## src/rtl/axi_aw_master.sv

```systemverilog
// ---------------------------------------------------------------------------
// axi_aw_master
//
// Queues write-address commands in a small FIFO and issues them on an AXI
// write-address (AW) channel.  A two-state FSM (IDLE / SEND) owns AWVALID;
// once raised, AWVALID and the AW payload hold until the slave accepts.  A
// new head is loaded in the handshake cycle, so transfers run back to back
// when commands are waiting.  A 16-bit stall counter flags a sticky error
// if AWVALID sits unaccepted for TIMEOUT edges.
//
// Ports
//   ACLK          in   clock, rising-edge active
//   ARESETn       in   asynchronous reset, active HIGH (legacy naming)
//   cmd_valid     in   command request
//   cmd_ready     out  queue has a free slot (registered state only)
//   cmd_addr      in   [ADDR_W] command address
//   cmd_prot      in   [3] command protection bits
//   AWVALID       out  write-address valid
//   AWREADY       in   write-address ready from slave
//   AWADDR        out  [ADDR_W] write address
//   AWPROT        out  [3] write protection
//   busy          out  queue non-empty or AWVALID high
//   issued_count  out  [8] completed AW handshakes, wrapping
//   stall_err     out  sticky stall-timeout flag
// ---------------------------------------------------------------------------
module axi_aw_master #(
    parameter int ADDR_W  = 32,
    parameter int DEPTH   = 4,
    parameter int TIMEOUT = 255
) (
    input  logic              ACLK,
    input  logic              ARESETn,
    input  logic              cmd_valid,
    output logic              cmd_ready,
    input  logic [ADDR_W-1:0] cmd_addr,
    input  logic [2:0]        cmd_prot,
    output logic              AWVALID,
    input  logic              AWREADY,
    output logic [ADDR_W-1:0] AWADDR,
    output logic [2:0]        AWPROT,
    output logic              busy,
    output logic [7:0]        issued_count,
    output logic              stall_err
);

    localparam int PTR_W = $clog2(DEPTH);
    localparam int CNT_W = PTR_W + 1;
    localparam int ENT_W = ADDR_W + 3;

    typedef enum logic [0:0] {
        ST_IDLE = 1'b0,
        ST_SEND = 1'b1
    } state_t;

    state_t             r_state;
    state_t             w_state_nxt;

    logic [ENT_W-1:0]   r_mem [DEPTH];
    logic [PTR_W-1:0]   r_wr_ptr;
    logic [PTR_W-1:0]   r_rd_ptr;
    logic [CNT_W-1:0]   r_count;

    logic [ADDR_W-1:0]  r_awaddr;
    logic [2:0]         r_awprot;
    logic [7:0]         r_issued;
    logic [15:0]        r_stall_cnt;
    logic               r_stall_err;

    logic               w_not_empty;
    logic               w_push;
    logic               w_pop;
    logic               w_handshake;
    logic               w_stalled;
    logic [15:0]        w_stall_inc;

    // cmd_ready comes from the registered count only, so there is no
    // combinational path from AWREADY to cmd_ready.
    assign cmd_ready    = (r_count != CNT_W'(DEPTH));
    assign w_not_empty  = (r_count != {CNT_W{1'b0}});
    assign w_push       = cmd_valid && cmd_ready;
    assign w_stall_inc  = r_stall_cnt + 16'd1;

    assign AWVALID      = (r_state == ST_SEND);
    assign AWADDR       = r_awaddr;
    assign AWPROT       = r_awprot;
    assign busy         = w_not_empty || AWVALID;
    assign issued_count = r_issued;
    assign stall_err    = r_stall_err;

    // FSM state register.
    always_ff @(posedge ACLK or posedge ARESETn) begin
        if (ARESETn) begin
            r_state <= ST_IDLE;
        end else begin
            r_state <= w_state_nxt;
        end
    end

    // FSM next-state logic: leave SEND only on a handshake with nothing queued.
    always_comb begin
        w_state_nxt = r_state;
        case (r_state)
            ST_IDLE: begin
                if (w_not_empty) begin
                    w_state_nxt = ST_SEND;
                end else begin
                    w_state_nxt = ST_IDLE;
                end
            end
            ST_SEND: begin
                if (AWREADY && !w_not_empty) begin
                    w_state_nxt = ST_IDLE;
                end else begin
                    w_state_nxt = ST_SEND;
                end
            end
            default: begin
                w_state_nxt = ST_IDLE;
            end
        endcase
    end

    // FSM output decode: queue pop, handshake and stall strobes.
    always_comb begin
        w_pop       = 1'b0;
        w_handshake = 1'b0;
        w_stalled   = 1'b0;
        case (r_state)
            ST_IDLE: begin
                w_pop = w_not_empty;
            end
            ST_SEND: begin
                w_handshake = AWREADY;
                w_pop       = AWREADY && w_not_empty;
                w_stalled   = !AWREADY;
            end
            default: begin
                w_pop       = 1'b0;
                w_handshake = 1'b0;
                w_stalled   = 1'b0;
            end
        endcase
    end

    // Command FIFO storage and pointers; pointers wrap naturally (DEPTH is 2^n).
    always_ff @(posedge ACLK or posedge ARESETn) begin
        if (ARESETn) begin
            for (int i = 0; i < DEPTH; i++) begin
                r_mem[i] <= {ENT_W{1'b0}};
            end
            r_wr_ptr <= {PTR_W{1'b0}};
            r_rd_ptr <= {PTR_W{1'b0}};
        end else begin
            if (w_push) begin
                r_mem[r_wr_ptr] <= {cmd_addr, cmd_prot};
                r_wr_ptr        <= r_wr_ptr + PTR_W'(1'b1);
            end
            if (w_pop) begin
                r_rd_ptr <= r_rd_ptr + PTR_W'(1'b1);
            end
        end
    end

    // Occupancy count: simultaneous push and pop leaves it unchanged.
    always_ff @(posedge ACLK or posedge ARESETn) begin
        if (ARESETn) begin
            r_count <= {CNT_W{1'b0}};
        end else begin
            case ({w_push, w_pop})
                2'b10:   r_count <= r_count + CNT_W'(1'b1);
                2'b01:   r_count <= r_count - CNT_W'(1'b1);
                default: r_count <= r_count;
            endcase
        end
    end

    // AW payload register: loads only on pop, otherwise holds (incl. after drain).
    always_ff @(posedge ACLK or posedge ARESETn) begin
        if (ARESETn) begin
            r_awaddr <= {ADDR_W{1'b0}};
            r_awprot <= 3'b000;
        end else if (w_pop) begin
            {r_awaddr, r_awprot} <= r_mem[r_rd_ptr];
        end
    end

    // Completed-handshake counter, wraps 255 -> 0.
    always_ff @(posedge ACLK or posedge ARESETn) begin
        if (ARESETn) begin
            r_issued <= 8'd0;
        end else if (w_handshake) begin
            r_issued <= r_issued + 8'd1;
        end
    end

    // Stall counter (saturating) and sticky timeout flag; the flag never
    // feeds back into the AW channel.
    always_ff @(posedge ACLK or posedge ARESETn) begin
        if (ARESETn) begin
            r_stall_cnt <= 16'd0;
            r_stall_err <= 1'b0;
        end else if (w_stalled) begin
            if (r_stall_cnt != 16'hFFFF) begin
                r_stall_cnt <= w_stall_inc;
            end
            if (w_stall_inc == 16'(TIMEOUT)) begin
                r_stall_err <= 1'b1;
            end
        end else begin
            r_stall_cnt <= 16'd0;
        end
    end

endmodule
```

## config.mk

```make
export PLATFORM = sky130hd
export DESIGN_NAME = axi_aw_master
export DESIGN_NICKNAME = d
export VERILOG_FILES = /design/src/rtl/axi_aw_master.sv
export SDC_FILE = /design/constraint.sdc
export NUM_CORES = 1
export LEC_CHECK = 0
export CORE_MARGIN = 2
export CORE_UTILIZATION = 40
export DETAILED_ROUTE_END_ITERATION = 10
export PLACE_DENSITY_LB_ADDON = 0.25
export SLEW_MARGIN = 40
export SYNTH_ARGS = -nofsm -noshare
export SYNTH_HDL_FRONTEND = slang
export SYNTH_SLANG_ARGS = --single-unit
```

## constraint.sdc

```tcl
create_clock -name ACLK -period 7.6 [get_ports ACLK]
set_input_delay 1.14 -clock ACLK [delete_from_list [all_inputs] [get_ports ACLK]]
set_output_delay 1.14 -clock ACLK [all_outputs]
set_load 0.02 [all_outputs]
```

==> report_table.html <==
<table>
<tr><th>Metric</th><th>Value</th></tr>
<tr><th colspan="2">Clocking</th></tr>
<tr><td>Clk root buf</td><td>sky130_fd_sc_hd__clkbuf_16</td></tr>
<tr><td>Clock Pin Slew Worst Setup and Hold Paths</td><td>roughly 0.060 ns</td></tr>
<tr><td>Cts repair resizes</td><td>0</td></tr>
<tr><td>Sink Count</td><td>208</td></tr>
<tr><td>Clock latency reported for the late side of the worst-skew pair</td><td>slightly above 0.5 ns</td></tr>
<tr><td># H-tree levels</td><td>1</td></tr>
<tr><td>Post CTS Setup Buffer Count</td><td>0</td></tr>
<tr><td>TritonCTS clock tree</td><td>built</td></tr>
<tr><td>Hold bufs inserted after CTS</td><td>0</td></tr>
<tr><td>Buffer depth of the longest clock path</td><td>3</td></tr>
<tr><td>Clock buffers created by TritonCTS</td><td>24</td></tr>
<tr><th colspan="2">Floorplan</th></tr>
<tr><td>Width of the die</td><td>around 150 um</td></tr>
<tr><td>Die Ht</td><td>between 150 and 200 um</td></tr>
<tr><td>Total Die Area</td><td>23800 um^2</td></tr>
<tr><td>Standard-cell row count</td><td>54</td></tr>
<tr><td>Ports placed on the boundary</td><td>86</td></tr>
<tr><td>Initial core utilization</td><td>41.1%</td></tr>
<tr><td>Placeable core region</td><td>roughly 22000 um^2</td></tr>
<tr><th colspan="2">STA</th></tr>
<tr><td>Maximum clock rate</td><td>between 300 and 400 MHz</td></tr>
<tr><td>RSZ-0062 raised after global routing</td><td>no</td></tr>
<tr><td>Pin slew with the least headroom to its limit</td><td>0.708 ns</td></tr>
<tr><td>Max-slew headroom at the worst pin</td><td>a little over half</td></tr>
<tr><td>Post-layout minimum cycle time</td><td>around 3.3 ns</td></tr>
<tr><td>Final-report setup violation count</td><td>0</td></tr>
<tr><td>Endpoints failing hold</td><td>0</td></tr>
<tr><td>Accumulated negative setup slack</td><td>0 ns</td></tr>
<tr><td>Number of max-slew violations in the final report</td><td>0</td></tr>
<tr><td>Fraction of the cycle the final worst path needs</td><td>between 40% and 50%</td></tr>
<tr><td>Worst Skew</td><td>approximately 0.010 ns</td></tr>
<tr><th colspan="2">Logic synthesis</th></tr>
<tr><td>Count of mapped cells out of synthesis</td><td>around 570</td></tr>
<tr><td>Post-synthesis share of cell area spent on xor and xnor gates</td><td>approximately 2.5%</td></tr>
<tr><td>Number of distinct library cells after synthesis</td><td>38</td></tr>
<tr><td>Proportion of synthesized chip area in sequential cells</td><td>roughly 58%</td></tr>
<tr><td>Combinational family with the most area after synthesis</td><td>multiplexers</td></tr>
<tr><td>Mux share of post-synthesis cell area</td><td>around a third</td></tr>
<tr><td>Yosys warning count</td><td>0</td></tr>
<tr><td>Synthesized netlist net count</td><td>621</td></tr>
<tr><td>Synth Area per Inst</td><td>~16 um^2</td></tr>
<tr><td>Largest cells by area after synthesis</td><td>sky130_fd_sc_hd__dfrtp_1, sky130_fd_sc_hd__mux2_2, sky130_fd_sc_hd__mux4_2</td></tr>
<tr><td>Summed instance area of the synthesized netlist</td><td>about 9000 um^2</td></tr>
<tr><td>Simple-gate portion of the synthesized area</td><td>between 3 and 4%</td></tr>
<tr><td>Compound-gate portion of the synthesized area</td><td>roughly 1.2%</td></tr>
<tr><td>Post-synth top area share</td><td>a little under 60%</td></tr>
<tr><td>Area share of fa/ha/maj cells after synthesis</td><td>under 10%</td></tr>
<tr><td>Largest area contributor in the synthesized netlist</td><td>sky130_fd_sc_hd__dfrtp_1</td></tr>
<tr><td>Number of storage elements in the synthesis netlist</td><td>roughly 210</td></tr>
<tr><th colspan="2">Drt</th></tr>
<tr><td>Residual DRC count</td><td>0</td></tr>
<tr><td>DRT Wirelength</td><td>approximately 18000 um</td></tr>
<tr><td>Starting DRT DRC Count</td><td>between 150 and 200</td></tr>
<tr><td>DRT antenna net count</td><td>0</td></tr>
<tr><td>Routed vias/inst</td><td>5.26</td></tr>
<tr><td>Routed WL per cell</td><td>about 19 um</td></tr>
<tr><td>Initial DRT Pass Iterations</td><td>4</td></tr>
<tr><td>Via count</td><td>between 5000 and 6000</td></tr>
<tr><th colspan="2">Cells and area</th></tr>
<tr><td>Count of nets after finishing</td><td>around 710</td></tr>
<tr><td>Fraction of final layout cells with drive strength greater than 1</td><td>between 30 and 40%</td></tr>
<tr><td>Count of placed standard cells in the final layout, fillers left out</td><td>955</td></tr>
<tr><td>Signed area change from the synthesized netlist to the final layout</td><td>21.1%</td></tr>
<tr><th colspan="2">GRT</th></tr>
<tr><td>Largest net degree at the start of global routing</td><td>~120</td></tr>
<tr><td>Antenna violations before repair</td><td>1</td></tr>
<tr><td>Number of global-route vias before repair</td><td>around 5700</td></tr>
<tr><td>Wire length of the first global-routing pass</td><td>just over 30000 um</td></tr>
<tr><td>Total routing resource utilization after global routing</td><td>between 15 and 20%</td></tr>
<tr><td>Remaining global-route overflow</td><td>0</td></tr>
<tr><th colspan="2">Min path</th></tr>
<tr><td>Worst hold-check path type</td><td>flop to flop</td></tr>
<tr><td>Number of cells traversed by the worst hold path</td><td>1</td></tr>
<tr><th colspan="2">Placed design</th></tr>
<tr><td>Number of placed cells counting well taps</td><td>912</td></tr>
<tr><td>Port Buf Inserts</td><td>between 80 and 90</td></tr>
<tr><td>Final weighted congestion in routability-driven placement</td><td>between 0.7 and 0.8</td></tr>
<tr><td>Half-perimeter wire length of the detailed placement result</td><td>about 11000 um</td></tr>
<tr><th colspan="2">Power and ir drop</th></tr>
<tr><td>Power density cells</td><td>445 nW/um^2</td></tr>
<tr><td>Leakage Power</td><td>4.64 nW</td></tr>
<tr><td>Largest vdd supply drop</td><td>0.211 mV</td></tr>
<tr><th colspan="2">Worst setup path</th></tr>
<tr><td>Data required, critical path</td><td>8.03 ns</td></tr>
<tr><td>Startpoint type of the worst setup path</td><td>input pin</td></tr>
<tr><td>Worst endpoint data arrival time</td><td>3.68 ns</td></tr>
<tr><td>Worst reg2reg setup slack</td><td>around 5.1 ns</td></tr>
<tr><td>Maximum fanout encountered on the critical timing path</td><td>38</td></tr>
<tr><td>Worst Reg-to-Reg Cells</td><td>9</td></tr>
<tr><td>Category of the worst setup path capture point</td><td>flop</td></tr>
<tr><td>Category of the critical setup timing path</td><td>input pin to flop</td></tr>
<tr><th colspan="2">Run status</th></tr>
<tr><td>Run status</td><td>complete, no violations</td></tr>
<tr><th colspan="2">Flow run</th></tr>
<tr><td>Max-cap violation count</td><td>0</td></tr>
</table>
==> cell type report <==
type	instances	area (um^2)
repair buffers	88	880
fillers	1850	11000
clock inverters	3	43.8
flip-flops and latches	208	5210
clock buffers	39	728
well taps	280	350
diodes	1	2.50
multi-input cells	327	3670
inverters	9	46.3
==> power breakdown <==
part / leakage [nW] / internal (mW) / total, mW / switching (mW)
registers: 2.50 / 1.64 / 1.98 / 0.340
clock network: 0.377 / 0.685 / 1.12 / 0.433
logic: 1.76 / 1.08 / 1.77 / 0.686
total: 4.64 / 3.41 / 4.87 / 1.46
==> critical path: stages <==
cell                              delay [ns]
sky130_fd_sc_hd__clkdlybuf4s50_1        0.52
sky130_fd_sc_hd__and2b_1                0.25
sky130_fd_sc_hd__nor2_4                 0.11
sky130_fd_sc_hd__buf_4                  0.50
sky130_fd_sc_hd__ha_1                   0.30
sky130_fd_sc_hd__inv_1                  0.06
sky130_fd_sc_hd__fa_1                   0.37
sky130_fd_sc_hd__xor2_1                 0.15
sky130_fd_sc_hd__nor2_1                 0.12
sky130_fd_sc_hd__xor2_1                 0.16
==> kinds of logic after synthesis <==
logic type	Yosys count
buf+inv	38
xor+xnor	26
compound gates	17
mux	216
flops	208
fa+ha+maj	9
simple gates	59
==> metrics by stage <==
stage | setup slack (ns) | util (%) | power [mW] | hold slack, ns | area, um^2
final | 4.35 | 49.8 | 4.87 | 0.482 | 10900
after global routing | 4.24 | 49.8 | 5.17 | 0.510 | 10900
after CTS | 4.32 | 49.8 | 4.94 | 0.482 | 10900
after detailed placement | 3.80 | 46.2 | 3.80 | 0.475 | 10200
after global placement | 3.85 | 46.1 | 3.69 | 0.459 | 10100
after floorplan | 0.779 | - | 3.21 | 0.464 | 9030
==> per-layer routing <==
layer  vias up  routed length, um  GRT usage [%]
met2        79               9270           28.8
met3        28                740           3.31
met5         -                  0              0
met1      2656               7850           20.6
met4         0                401           3.48
li1       2265                  -              -
==> sequential cells by signal, indices dropped and copies added, names as in the netlist, 2 cells and up <==
register      flops
AWADDR           32
r_count           3
r_rd_ptr          2
r_mem           140
issued_count      8
r_stall_cnt      16
r_wr_ptr          2
AWPROT            3
==> placed cells by master (no fill, tap or decap), types with 6 or more instances in the layout <==
master,n
sky130_fd_sc_hd__clkbuf_1,9
sky130_fd_sc_hd__clkbuf_16,25
sky130_fd_sc_hd__clkbuf_8,6
sky130_fd_sc_hd__clkdlybuf4s50_1,85
sky130_fd_sc_hd__dfrtp_1,206
sky130_fd_sc_hd__ha_1,8
sky130_fd_sc_hd__inv_1,8
sky130_fd_sc_hd__mux2_2,176
sky130_fd_sc_hd__mux4_2,35
sky130_fd_sc_hd__nand2_1,10
sky130_fd_sc_hd__nand3_1,11
sky130_fd_sc_hd__nor2_1,8
sky130_fd_sc_hd__o21ai_0,10
sky130_fd_sc_hd__xnor2_1,13
sky130_fd_sc_hd__xor2_1,13
==> path summary, 6_finish.rpt <==
check	start	end
worst max register to register	AWVALID	r_count[2]
worst max-delay path	AWREADY	r_count[2]
max in group asynchronous	ARESETn	r_mem[79]
worst min register to register	issued_count[7]	issued_count[7]
min in group asynchronous	ARESETn	AWADDR[28]
worst min-delay path	issued_count[7]	issued_count[7]
==> synth_stat cells <==
library cell and count:
sky130_fd_sc_hd__a41o_1 1, sky130_fd_sc_hd__and2_1 3, sky130_fd_sc_hd__and2b_1 1, sky130_fd_sc_hd__and3_1 1
sky130_fd_sc_hd__and3b_1 1, sky130_fd_sc_hd__and4_1 1, sky130_fd_sc_hd__and4_4 1, sky130_fd_sc_hd__buf_2 22
sky130_fd_sc_hd__buf_6 1, sky130_fd_sc_hd__clkbuf_1 6, sky130_fd_sc_hd__dfrtp_1 208, sky130_fd_sc_hd__fa_1 1
sky130_fd_sc_hd__ha_1 8, sky130_fd_sc_hd__inv_1 9, sky130_fd_sc_hd__mux2_2 176, sky130_fd_sc_hd__mux2_4 2
sky130_fd_sc_hd__mux2i_1 3, sky130_fd_sc_hd__mux4_2 35, sky130_fd_sc_hd__nand2_1 10, sky130_fd_sc_hd__nand2_2 5
sky130_fd_sc_hd__nand2b_1 2, sky130_fd_sc_hd__nand3_1 11, sky130_fd_sc_hd__nand4_1 3, sky130_fd_sc_hd__nand4_4 1
sky130_fd_sc_hd__nor2_1 9, sky130_fd_sc_hd__nor3_1 4, sky130_fd_sc_hd__nor3_4 1, sky130_fd_sc_hd__nor4_1 1
sky130_fd_sc_hd__nor4_4 1, sky130_fd_sc_hd__o21ai_0 10, sky130_fd_sc_hd__o21ai_2 4, sky130_fd_sc_hd__o22ai_1 1
sky130_fd_sc_hd__o2bb2ai_1 1, sky130_fd_sc_hd__or2_2 1, sky130_fd_sc_hd__or4_1 1, sky130_fd_sc_hd__or4b_1 1
sky130_fd_sc_hd__xnor2_1 13, sky130_fd_sc_hd__xor2_1 13
No activity file was read; power rests on OpenSTA's default activity.
